## src/rtl/piso_serial_tx_if.sv

```systemverilog
// Load handshake and serial output bundle for piso_serial_tx.
// Parameterised on the parallel word width.
interface piso_serial_tx_if #(
   parameter int WIDTH = 8
);
   logic             LOAD;
   logic [WIDTH-1:0] DIN;
   logic             READY;
   logic             SOUT;
   logic             SVALID;
   logic             BUSY;
   logic             DONE;

   modport master (
      output LOAD, DIN,
      input  READY, SOUT, SVALID, BUSY, DONE
   );

   modport slave (
      input  LOAD, DIN,
      output READY, SOUT, SVALID, BUSY, DONE
   );
endinterface

```

## src/rtl/piso_serial_tx.sv

```systemverilog
// Parallel-in/serial-out transmitter, MSB first, registered outputs.
// Define PISO_TX_PARITY_EN to append an even-parity bit to each frame.
module piso_serial_tx #(
   parameter int WIDTH = 8
) (
   input logic             CLK,
   input logic             RST,
   piso_serial_tx_if.slave bus
);
   localparam int CW = (WIDTH > 1) ? $clog2(WIDTH) : 1;
   localparam logic [CW-1:0] LAST = CW'(WIDTH - 1);

`ifdef PISO_TX_PARITY_EN
   typedef enum logic [1:0] {IDLE, SHIFT, PAR} state_t;
`else
   typedef enum logic [1:0] {IDLE, SHIFT} state_t;
`endif

   state_t           state_q, state_d;
   logic [WIDTH-1:0] shift_q, shift_d;
   logic [CW-1:0]    cnt_q, cnt_d;
   logic             sout_q, sout_d;
   logic             svalid_q, svalid_d;
   logic             busy_q, busy_d;
   logic             ready_q, ready_d;
   logic             done_q, done_d;
`ifdef PISO_TX_PARITY_EN
   logic             par_q, par_d;
`endif

   always_comb begin
      state_d  = state_q;
      shift_d  = shift_q;
      cnt_d    = cnt_q;
      sout_d   = 1'b0;
      svalid_d = 1'b0;
      busy_d   = 1'b0;
      ready_d  = 1'b1;
      done_d   = 1'b0;
`ifdef PISO_TX_PARITY_EN
      par_d    = par_q;
`endif
      unique case (state_q)
         IDLE: begin
            if (bus.LOAD) begin
               state_d  = SHIFT;
               shift_d  = bus.DIN;
               cnt_d    = '0;
               sout_d   = bus.DIN[WIDTH-1];
               svalid_d = 1'b1;
               busy_d   = 1'b1;
               ready_d  = 1'b0;
`ifdef PISO_TX_PARITY_EN
               par_d    = ^bus.DIN;
`endif
            end
         end
         SHIFT: begin
            if (cnt_q == LAST) begin
`ifdef PISO_TX_PARITY_EN
               state_d  = PAR;
               sout_d   = par_q;
               svalid_d = 1'b1;
               busy_d   = 1'b1;
               ready_d  = 1'b0;
`else
               state_d  = IDLE;
               done_d   = 1'b1;
`endif
            end else begin
               // SOUT already shows shift_q MSB; move the next bit up
               shift_d  = {shift_q[WIDTH-2:0], 1'b0};
               cnt_d    = cnt_q + 1'b1;
               sout_d   = shift_q[WIDTH-2];
               svalid_d = 1'b1;
               busy_d   = 1'b1;
               ready_d  = 1'b0;
            end
         end
`ifdef PISO_TX_PARITY_EN
         PAR: begin
            state_d = IDLE;
            done_d  = 1'b1;
         end
`endif
         default: state_d = IDLE;
      endcase
   end

   always_ff @(posedge CLK) begin
      if (RST) begin
         state_q  <= IDLE;
         shift_q  <= '0;
         cnt_q    <= '0;
         sout_q   <= 1'b0;
         svalid_q <= 1'b0;
         busy_q   <= 1'b0;
         ready_q  <= 1'b1;
         done_q   <= 1'b0;
`ifdef PISO_TX_PARITY_EN
         par_q    <= 1'b0;
`endif
      end else begin
         state_q  <= state_d;
         shift_q  <= shift_d;
         cnt_q    <= cnt_d;
         sout_q   <= sout_d;
         svalid_q <= svalid_d;
         busy_q   <= busy_d;
         ready_q  <= ready_d;
         done_q   <= done_d;
`ifdef PISO_TX_PARITY_EN
         par_q    <= par_d;
`endif
      end
   end

   assign bus.SOUT   = sout_q;
   assign bus.SVALID = svalid_q;
   assign bus.BUSY   = busy_q;
   assign bus.READY  = ready_q;
   assign bus.DONE   = done_q;
endmodule
```

## src/flat_wrapper.sv

```systemverilog
// flat-port wrapper written by rule: the top's interface ports become plain ports
module piso_serial_tx_flat 
#(
   parameter int WIDTH = 8
)
  (CLK, RST, bus_LOAD, bus_DIN, bus_READY, bus_SOUT, bus_SVALID, bus_BUSY, bus_DONE);
  piso_serial_tx_if #(.WIDTH(WIDTH)) bus_i ();
  input logic CLK;
  input logic RST;
  input wire logic [$bits(bus_i.LOAD)-1:0] bus_LOAD;
  input wire logic [$bits(bus_i.DIN)-1:0] bus_DIN;
  output wire logic [$bits(bus_i.READY)-1:0] bus_READY;
  output wire logic [$bits(bus_i.SOUT)-1:0] bus_SOUT;
  output wire logic [$bits(bus_i.SVALID)-1:0] bus_SVALID;
  output wire logic [$bits(bus_i.BUSY)-1:0] bus_BUSY;
  output wire logic [$bits(bus_i.DONE)-1:0] bus_DONE;
  assign bus_i.LOAD = bus_LOAD;
  assign bus_i.DIN = bus_DIN;
  assign bus_READY = bus_i.READY;
  assign bus_SOUT = bus_i.SOUT;
  assign bus_SVALID = bus_i.SVALID;
  assign bus_BUSY = bus_i.BUSY;
  assign bus_DONE = bus_i.DONE;
  piso_serial_tx #(.WIDTH(WIDTH)) u_core (.CLK(CLK), .RST(RST), .bus(bus_i));
endmodule
```

## config.mk

```make
export PLATFORM = sky130hd
export DESIGN_NAME = piso_serial_tx_flat
export DESIGN_NICKNAME = d
export VERILOG_FILES = /design/src/rtl/piso_serial_tx_if.sv /design/src/rtl/piso_serial_tx.sv /design/src/flat_wrapper.sv
export SDC_FILE = /design/constraint.sdc
export NUM_CORES = 1
export LEC_CHECK = 0
export BUFFER_PORTS_ARGS = -buffer_cell sky130_fd_sc_hd__buf_4
export CORE_MARGIN = 2
export CORE_UTILIZATION = 45
export CTS_CLUSTER_SIZE = 28
export DETAILED_ROUTE_END_ITERATION = 10
export GPL_ROUTABILITY_DRIVEN = 0
export PLACE_DENSITY = 0.68
export RECOVER_POWER = 100
export SYNTH_ARGS = -nofsm -noshare
export SYNTH_HDL_FRONTEND = slang
export SYNTH_SLANG_ARGS = --single-unit
export TNS_END_PERCENT = 50
```

## constraint.sdc

```tcl
create_clock -name CLK -period 1.4 [get_ports CLK]
set_input_delay 0.14 -clock CLK [delete_from_list [all_inputs] [get_ports CLK]]
set_output_delay 0.14 -clock CLK [all_outputs]
set_load 0.01 [all_outputs]
```

==> flow_metrics.tcl, run 1 <==
set metrics [dict create \
    startpoint_type "register" \
    setup_viol 0 \
    nNetsFinal 106 \
    netlist_top_cells_area "dfxtp_1 (42%), mux2i_1 (9.9%), a211oi_1 (5.3%)" \
    die-area_um2 1910 \
    leakage_nw 0.365 \
    initial_core_util_pct 47.7 \
    end_kind "register" \
    fp.coreArea_um2 1490 \
    boundaryPins 16 \
    cp_max_fo 4 \
    cp.required_ps 1580 \
    drc 0 \
    antenna_found_initial 0 \
    syn_avg_cell_area_um2 10.0 \
    grt_setup_unrepaired "false" \
    critPathMaxStageDelay_ps 370 \
    netlist.area_leader.share_pct 42.3 \
    critPathBufInv 0 \
    slew_headroom_pct 85.1 \
    clock_sinks 15 \
    cts_tree "built" \
    hold_class "primary input to register" \
    totalWireLength_um 1410 \
    cts_buffers 3 \
    drtIter0Drc 4 \
    diodes 0 \
    timing.final.crit_share_pct 94.5 \
    ir_drop_uv 930 \
    cp_top_family "flip-flops" \
    io_buffers 15 \
    viasPerCell 5.30 \
    grt_pass1_vias 578 \
    dp_hpwl_um 992 \
    critPathArrivalTime_ps 1500 \
    synth_top_cell_by_area "dfxtp_1" \
    final_max_slew_viol_count 0 \
    cpMostUsedCell "ha_4" \
    path_cells "ha_4 > ha_4 > mux2_2 > a21oi_1 > nor2_1" \
    tns_ps 0 \
    root_buffer "clkbuf_4" \
    outcome "complete, no violations" \
    areaGrowthSynthToFinish_pct 26.2 \
    syn_inst 71 \
    drt_pre_antenna_iters 3 \
    clock_path_buffers 2 \
    synth_area_um2 711 \
    pwr_density_cell_nw_per_um2 1000 \
    place_ws_ps 20.2 \
    cts_max_level 1 \
    clkLatencyLatePin_ps 280 \
    cp_slowest_cell "dfxtp_2" \
    die_w_um 43.7 \
    drive_gt1_share_pct 33.0 \
    grt.total_usage_pct 16.9 \
    overflow 0 \
    ys_warn_count 0 \
    fin_skew_ps 9.61 \
    setup_slack_ps 77.2 \
    ant_nets 0 \
    die_height_um 43.7 \
    grt_max_degree 15 \
    syn_nets 85 \
    vias 567 \
    hold_viol 0 \
    seq_area_frac_synth_pct 42.3 \
    synth.distinct_cells 25 \
    num_rows 14 \
    criticalPathCategory "register to register" \
    clkTransAtPathRegs_ps 90 \
    period_minus_slack_ps 1320 \
    timing.max_cap.violations 0 \
    routedWlPerCell_um 13.1 \
    fmax_mhz 756 \
    ys_seq_elements 15 \
    worst_slew_pin_slew_ps 221 \
    fin_util_pct 60.3 \
    grt_pass1_wl_um 2320 \
]
## cells in the mapped netlist, drive strengths merged
master  count
nor2b       2
nor3b       3
a21oi       4
inv         1
a211oi      6
o22a        1
and2b       1
xnor2       1
nor3        6
buf         4
dfxtp      15
nor2        6
nand2       3
ha          3
nand2b      3
o21a        1
mux2        2
mux2i       7
nand3       1
clkbuf      1
## power by group
group          internal [W]  switching, W  leakage (nW)
Combinational     0.0000920     0.0000827         0.226
Sequential         0.000460     0.0000202         0.125
Clock              0.000111      0.000134        0.0150
Total              0.000662      0.000237         0.365
## per-layer routing
| metal | global-route usage (%) | up-vias | share of wire [%] |
|---|---|---|---|
| met4 | 5.45 | 0 | 1.4 |
| met2 | 28.8 | 12 | 48 |
| met5 | 0 | - | 0 |
| li1 | - | 293 | - |
| met3 | 7.50 | 2 | 5.3 |
| met1 | 18.7 | 260 | 45 |
## path summary, 6_finish.rpt
| kind | from | to | slack, ps | cells after the start |
|---|---|---|---|---|
| worst min-delay path | RST | u_core.shift_q[1] | 140 | 2 |
| worst max register to register | u_core.cnt_q[0] | u_core.cnt_q[1] | 80 | 5 |
| worst max-delay path | u_core.cnt_q[0] | u_core.cnt_q[1] | 80 | 5 |
| worst min register to register | u_core.shift_q[4] | u_core.shift_q[5] | 580 | 2 |
## through the flow
step	area, µm²	hold slack [ps]	total power [W]	cells
final	897	141	0.000900	107
after global routing	897	140	0.000940	107
after CTS	878	132	0.000904	107
after global placement	852	431	0.000657	103
after detailed placement	852	440	0.000663	103
after floorplan	713	212	0.000603	71
## cell families (layout without fill, tap and decap cells)
family / after synthesis / in the layout / share of synthesized area [%]
adders and majority gates: 3 / 3 / 5.28
muxes: 9 / 9 / 13.0
buffers and inverters: 6 / 26 / 5.98
DFF: 15 / 15 / 42.3
xor gates and xnor gates: 1 / 1 / 1.23
and+or+nand+nor: 25 / 25 / 20.1
AOI/OAI and AO/OA: 12 / 12 / 12.1
## placed cells by master, fill, tap and decap left out, drive strengths merged
master	n
a211oi	6
ha	3
nand2b	3
mux2i	7
mux2	2
nor2b	2
dfxtp	15
nor3	6
o22a	1
buf	16
nand2	3
nor2	6
nand3	1
a21oi	4
clkbuf	9
o21a	1
nor3b	3
inv	1
and2b	1
xnor2	1
## sequential cells by signal, summed over array words and instances (netlist names)
signal	count
u_core.bus.DONE	1
u_core.bus.READY	1
u_core.bus.SOUT	1
u_core.bus.SVALID	1
u_core.cnt_q	3
u_core.shift_q	7
u_core.state_q	1
## area by class of cell
type,instances,area (µm²)
clock buffer,4,26.3
fill,134,592
inverter,1,3.75
multi-input combinational,50,402
sequential,15,303
tap,16,20.0
timing repair buffer,21,143
## what timing repair did
item	4_1_cts	5_1_grt
hold buffers	0	0
setup buffers	0	0
endpoints found under the setup margin	0	9
gates resized for setup	0	8
No activity file was read; power rests on OpenSTA's default activity.
==> inputs of run 2 (changes only) <==
--- a/config.mk
+++ b/config.mk
@@ -13,6 +13,7 @@
 export GPL_ROUTABILITY_DRIVEN = 0
 export PLACE_DENSITY = 0.68
 export RECOVER_POWER = 100
+export SETUP_SLACK_MARGIN = 0.3
 export SYNTH_ARGS = -nofsm -noshare
 export SYNTH_HDL_FRONTEND = slang
 export SYNTH_SLANG_ARGS = --single-unit
==> flow_metrics.tcl, run 2 (synthesized netlist as in run 1, its figures left out) <==
set metrics [dict create \
    outcome "complete, no violations" \
    boundaryPins 16 \
    hold_buffers 0 \
    cp.required_ps 1580 \
    cts_max_level 1 \
    reg_top3 "u_core.shift_q x7, u_core.cnt_q x3" \
    fin_util_pct 59.6 \
    drive_gt1_share_pct 28.6 \
    place_ws_ps 20.3 \
    fin_skew_ps 3.69 \
    initial_core_util_pct 47.7 \
    r2r-start "u_core.cnt_q[0]" \
    hold_depth 2 \
    root_buffer "clkbuf_4" \
    setup_slack_ps 102 \
    layout_common_cells "buf_4 (15), dfxtp_1 (14), mux2i_1 (7), clkbuf_1 (7)" \
    leakage_nw 0.361 \
    worst_slew_pin_slew_ps 198 \
    startpoint_type "register" \
    rrSetupSlack_ps 100 \
    setup_viol 0 \
    io_buffers 15 \
    viasPerCell 5.24 \
    clkLatencyLatePin_ps 280 \
    ant_nets 0 \
    grt_setup_unrepaired "true" \
    reg2reg_to "u_core.cnt_q[1]" \
    period_minus_slack_ps 1300 \
    vias 561 \
    slew_headroom_pct 86.7 \
    ir_drop_uv 617 \
    end_kind "register" \
    diodes 0 \
    critPathArrivalTime_ps 1470 \
    grt_pass1_wl_um 2210 \
    fmax_mhz 770 \
    drc 0 \
    drt_pre_antenna_iters 4 \
    top_register "u_core.shift_q" \
    hold_class "primary input to register" \
    fp.coreArea_um2 1490 \
    criticalPathCategory "register to register" \
    timing.final.crit_share_pct 92.7 \
    cp_max_fo 4 \
    die_w_um 43.7 \
    grt_pass1_vias 506 \
    drtIter0Drc 6 \
    pwr_density_cell_nw_per_um2 1000 \
    largest_register_ffs 7 \
    clkTransAtPathRegs_ps 90 \
    tns_ps 0 \
    totalWireLength_um 1310 \
    hold_viol 0 \
    nNetsFinal 106 \
    clock_sinks 15 \
    timing.max_cap.violations 0 \
    antenna_found_initial 0 \
    final_max_slew_viol_count 0 \
    cts_buffers 3 \
    layout_commonest_cell "buf_4" \
    overflow 0 \
    routedWlPerCell_um 12.2 \
    num_rows 14 \
    cts_tree "built" \
    worstHoldEndpoint "u_core.cnt_q[1]" \
    dp_hpwl_um 869 \
    reg2reg_depth 5 \
    fill_cells 128 \
    clock_path_buffers 2 \
    grt.total_usage_pct 15.5 \
    hp-start "RST" \
    areaGrowthSynthToFinish_pct 24.8 \
    die_height_um 43.7 \
    die-area_um2 1910 \
    grt_max_degree 15 \
]
run 2: power by group:
group / internal [W] / switching [W]
registers: 0.000459 / 0.0000195
logic: 0.0000888 / 0.0000777
clock network: 0.000110 / 0.000135
run 2: layer usage:
layer  up-vias  track usage, %  share of wire [%]
met2        10            23.2                 44
met4         0            9.09               0.54
li1        289               -                  -
met1       260            20.8                 51
met5         -               0                  0
met3         2            2.50                4.6
run 2: how the worst max path moves through the flow:
stage / from / slack [ps] / end / depth (start not counted)
global route: u_core.cnt_q[0] / 40 / u_core.cnt_q[2] / 5
global placement: u_core.cnt_q[0] / 50 / u_core.bus.SVALID / 5
finish: u_core.cnt_q[0] / 100 / u_core.cnt_q[1] / 5
CTS: u_core.cnt_q[1] / 130 / u_core.bus.SVALID / 5
detailed placement: u_core.cnt_q[0] / 20 / u_core.shift_q[1] / 5
floorplan: u_core.cnt_q[0] / 150 / u_core.shift_q[1] / 6
run 2: timing repair:
| item | CTS | global route |
|---|---|---|
| resized for setup | 1 | 0 |
| setup endpoints to repair | 12 | 14 |
| endpoints found under the hold margin | 0 | 0 |
| pin swaps | 1 | 1 |
| setup buffers | 3 | 1 |
| cloned | 0 | 0 |
run 2: area by class of cell:
type	count	area (µm²)	area share, %
Clock buffer	4	26.3	2.96
Inverter	1	3.75	0.423
Multi-Input combinational cell	50	400	45.1
Sequential cell	15	302	34.0
Tap cell	16	20.0	2.26
Timing Repair Buffer	21	135	15.2
run 2: worst max-delay path, cell delays in order, from the launching register on:
cell,delay [ps]
dfxtp_1,390
ha_4,160
ha_4,170
mux2_4,300
a21oi_1,120
nor2_1,50
run 2: stage by stage:
step	area [µm²]	hold slack [ps]	power [W]	cells
6_report	887	135	0.000891	107
5_1_grt	887	124	0.000947	107
4_1_cts	941	143	0.000932	106
3_5_place_dp	887	453	0.000673	99
3_3_place_gp	887	449	0.000675	99
2_1_floorplan	778	205	0.000624	71
==> inputs of run 3 (changes only) <==
--- a/config.mk
+++ b/config.mk
@@ -5,13 +5,15 @@
 export SDC_FILE = /design/constraint.sdc
 export NUM_CORES = 1
 export LEC_CHECK = 0
+export ABC_AREA = 1
 export BUFFER_PORTS_ARGS = -buffer_cell sky130_fd_sc_hd__buf_4
+export CAP_MARGIN = 10
 export CORE_MARGIN = 2
-export CORE_UTILIZATION = 45
+export CORE_UTILIZATION = 46
 export CTS_CLUSTER_SIZE = 28
 export DETAILED_ROUTE_END_ITERATION = 10
 export GPL_ROUTABILITY_DRIVEN = 0
-export PLACE_DENSITY = 0.68
+export PLACE_DENSITY = 0.72
 export RECOVER_POWER = 100
 export SETUP_SLACK_MARGIN = 0.3
 export SYNTH_ARGS = -nofsm -noshare
==> flow_metrics.tcl, run 3 <==
set metrics [dict create \
    cts_buffers 3 \
    pwr_density_cell_nw_per_um2 1030 \
    tns_ps 0 \
    synth_top_cell_by_area "dfxtp_1" \
    synthFlopType "dfxtp_1" \
    synth.distinct_cells 19 \
    syn_avg_cell_area_um2 7.23 \
    reg2reg_to "u_core.shift_q[4]" \
    ys_seq_elements 15 \
    cp_max_fo 8 \
    fin_skew_ps 0.432 \
    reg_top3 "u_core.shift_q x7, u_core.cnt_q x3" \
    drtIter0Drc 11 \
    rrSetupSlack_ps 160 \
    dpl-instance-area_um2 877 \
    grt_setup_unrepaired "true" \
    cp.required_ps 1590 \
    reg2reg_depth 8 \
    dp_hpwl_um 963 \
    num_rows 14 \
    areaGrowthSynthToFinish_pct 24.0 \
    seq_area_frac_synth_pct 41.1 \
    grt_pass1_vias 581 \
    cts_max_level 1 \
    final_max_slew_viol_count 0 \
    synthArstFlopShare_pct 0 \
    criticalPathCategory "register to register" \
    grt_pass1_wl_um 2390 \
    worstHoldEndpoint "u_core.cnt_q[1]" \
    switchingPower_w 0.000275 \
    synth_area_um2 731 \
    syn_nets 115 \
    nNetsFinal 135 \
    hold_class "primary input to register" \
    clock_path_buffers 2 \
    period_minus_slack_ps 1240 \
    p_int_w 0.000656 \
    fp.coreArea_um2 1490 \
    stdcell_area_um2 906 \
    cp_top_family "adder cells" \
    critPathMaxStageDelay_ps 320 \
    clock_sinks 15 \
    clkTransAtPathRegs_ps 90 \
    boundaryPins 16 \
    routedWlPerCell_um 10.6 \
    drive_gt1_share_pct 27.5 \
    p_sw_share_pct 29.6 \
    clkLatencyLatePin_ps 290 \
    drc 0 \
    worst_slew_pin_slew_ps 201 \
    diodes 0 \
    power_frac_clock_pct 27.0 \
    timing.final.crit_share_pct 88.5 \
    viasPerCell 4.84 \
    drt_pre_antenna_iters 4 \
    path_cells "ha_1 > ha_4 > inv_6 > nand2_8 > nand2_4 > inv_6 > nor2_1 > nor2_1" \
    hold_depth 2 \
    comb_power_share_pct 21.8 \
    netlist.area_leader.share_pct 41.1 \
    largest_register_ffs 7 \
    whs_ps 70.6 \
    leakage_nw 0.429 \
    die_height_um 43.9 \
    ys_warn_count 0 \
    fill_cells 150 \
    critPathBufInv 2 \
    setup_viol 0 \
    outcome "complete, no violations" \
    synth.most_common_cell "nand2_1" \
    overflow 0 \
    hp-start "RST" \
    hold_viol 0 \
    netlist_top_cells_area "dfxtp_1 (41%), nand2_1 (14%), nor2_1 (8.2%)" \
    end_kind "register" \
    die_w_um 43.9 \
    io_buffers 15 \
    grt_max_degree 12 \
    die-area_um2 1920 \
    root_buffer "clkbuf_4" \
    syn_inst 101 \
    p_seq_share_pct 51.2 \
    layout_commonest_cell "nand2_1" \
    placed_cells 130 \
    critPathArrivalTime_ps 1430 \
    fmax_mhz 807 \
    totalWireLength_um 1440 \
    cts_tree "built" \
    antenna_found_initial 0 \
    slew_headroom_pct 86.6 \
    ant_nets 0 \
    synth-edff-count 0 \
    layout_common_cells "nand2_1 (28), dfxtp_1 (14), buf_4 (12)" \
    grt.total_usage_pct 17.3 \
    top_register "u_core.shift_q" \
    startpoint_type "register" \
    initial_core_util_pct 49.1 \
    cp_slowest_cell "dfxtp_1" \
    ir_drop_uv 690 \
    r2r-start "u_core.cnt_q[1]" \
    synth_common_cells "nand2_1 (28), nor2_1 (16), dfxtp_1 (15), inv_1 (11), nand3_1 (10)" \
    timing.max_cap.violations 0 \
    instances_no_fill 136 \
    vias 658 \
]
run 3: cell count changes after synthesis, sizes merged, moves of 6 or more:
cell | previous run | this run
a211oi | 6 | 0
inv | 1 | 14
mux2i | 7 | 0
nand2 | 3 | 31
nand3 | 1 | 10
nor2 | 6 | 18
run 3: timing repair:
item / 4_1_cts / 5_1_grt
setup endpoints to repair: 9 / 13
setup buffers: 1 / 0
hold buffers: 0 / 0
endpoints found under the hold margin: 0 / 0
resized for setup: 0 / 8
pin swaps: 1 / 0
cloned: 1 / 0
run 3: power by group through the flow:
stage                     registers [W]  logic [W]  clock network [W]
after global routing           0.000480   0.000230           0.000274
after detailed placement       0.000489   0.000192                  0
final                          0.000477   0.000203           0.000251
after floorplan                0.000490   0.000135                  0
after CTS                      0.000479   0.000203           0.000253
after global placement         0.000488   0.000191                  0
run 3: how the worst max path moves through the flow:
stage / start / to / slack [ps] / depth (start not counted)
floorplan: u_core.cnt_q[0] / u_core.cnt_q[0] / 300 / 8
global placement: u_core.cnt_q[0] / u_core.cnt_q[0] / 260 / 8
detailed placement: u_core.cnt_q[0] / u_core.cnt_q[0] / 240 / 8
CTS: u_core.cnt_q[1] / u_core.shift_q[3] / 240 / 8
global route: u_core.cnt_q[1] / u_core.cnt_q[0] / 100 / 8
finish: u_core.cnt_q[1] / u_core.shift_q[4] / 160 / 8
run 3: cell families (layout without fill, tap and decap cells):
| kind of cell | after synthesis | after routing | synth area share (%) |
|---|---|---|---|
| flip-flops | 15 | 15 | 41.1 |
| AND/OR/NAND/NOR | 60 | 61 | 38.4 |
| AO/OA/AOI/OAI | 6 | 6 | 4.62 |
| adder cells (fa/ha/maj) | 3 | 3 | 5.14 |
| buffers and inverters | 17 | 35 | 10.8 |
run 3: layout make-up:
type / instances / area (µm²) / share of cell area (%)
Multi-Input combinational cell: 70 / 387 / 42.7
Sequential cell: 15 / 302 / 33.3
Timing Repair Buffer: 17 / 109 / 12.0
Inverter: 14 / 62.6 / 6.91
Clock buffer: 4 / 26.3 / 2.90
Tap cell: 16 / 20.0 / 2.21
run 3: per-stage QoR:
step	setup slack (ps)	power, W	util (%)
after CTS	238	0.000935	61.9
final	161	0.000931	60.8
after global routing	96.6	0.000985	60.8
after floorplan	296	0.000625	-
after detailed placement	243	0.000681	58.9
after global placement	258	0.000679	58.9
run 3: worst reg2reg max path, cell delays in order (launching register included):
cell     delay, ps
dfxtp_1        320
ha_1           240
ha_4           190
inv_6           70
nand2_8         60
nand2_4         80
inv_6           50
nor2_1          80
nor2_1          50
run 3: routing by layer:
layer,up-vias,routed length (µm),GRT usage (%)
li1,350,-,-
met1,285,623,19.9
met2,18,712,28.5
met3,5,77,3.75
met4,0,31,10.9
met5,-,0,0
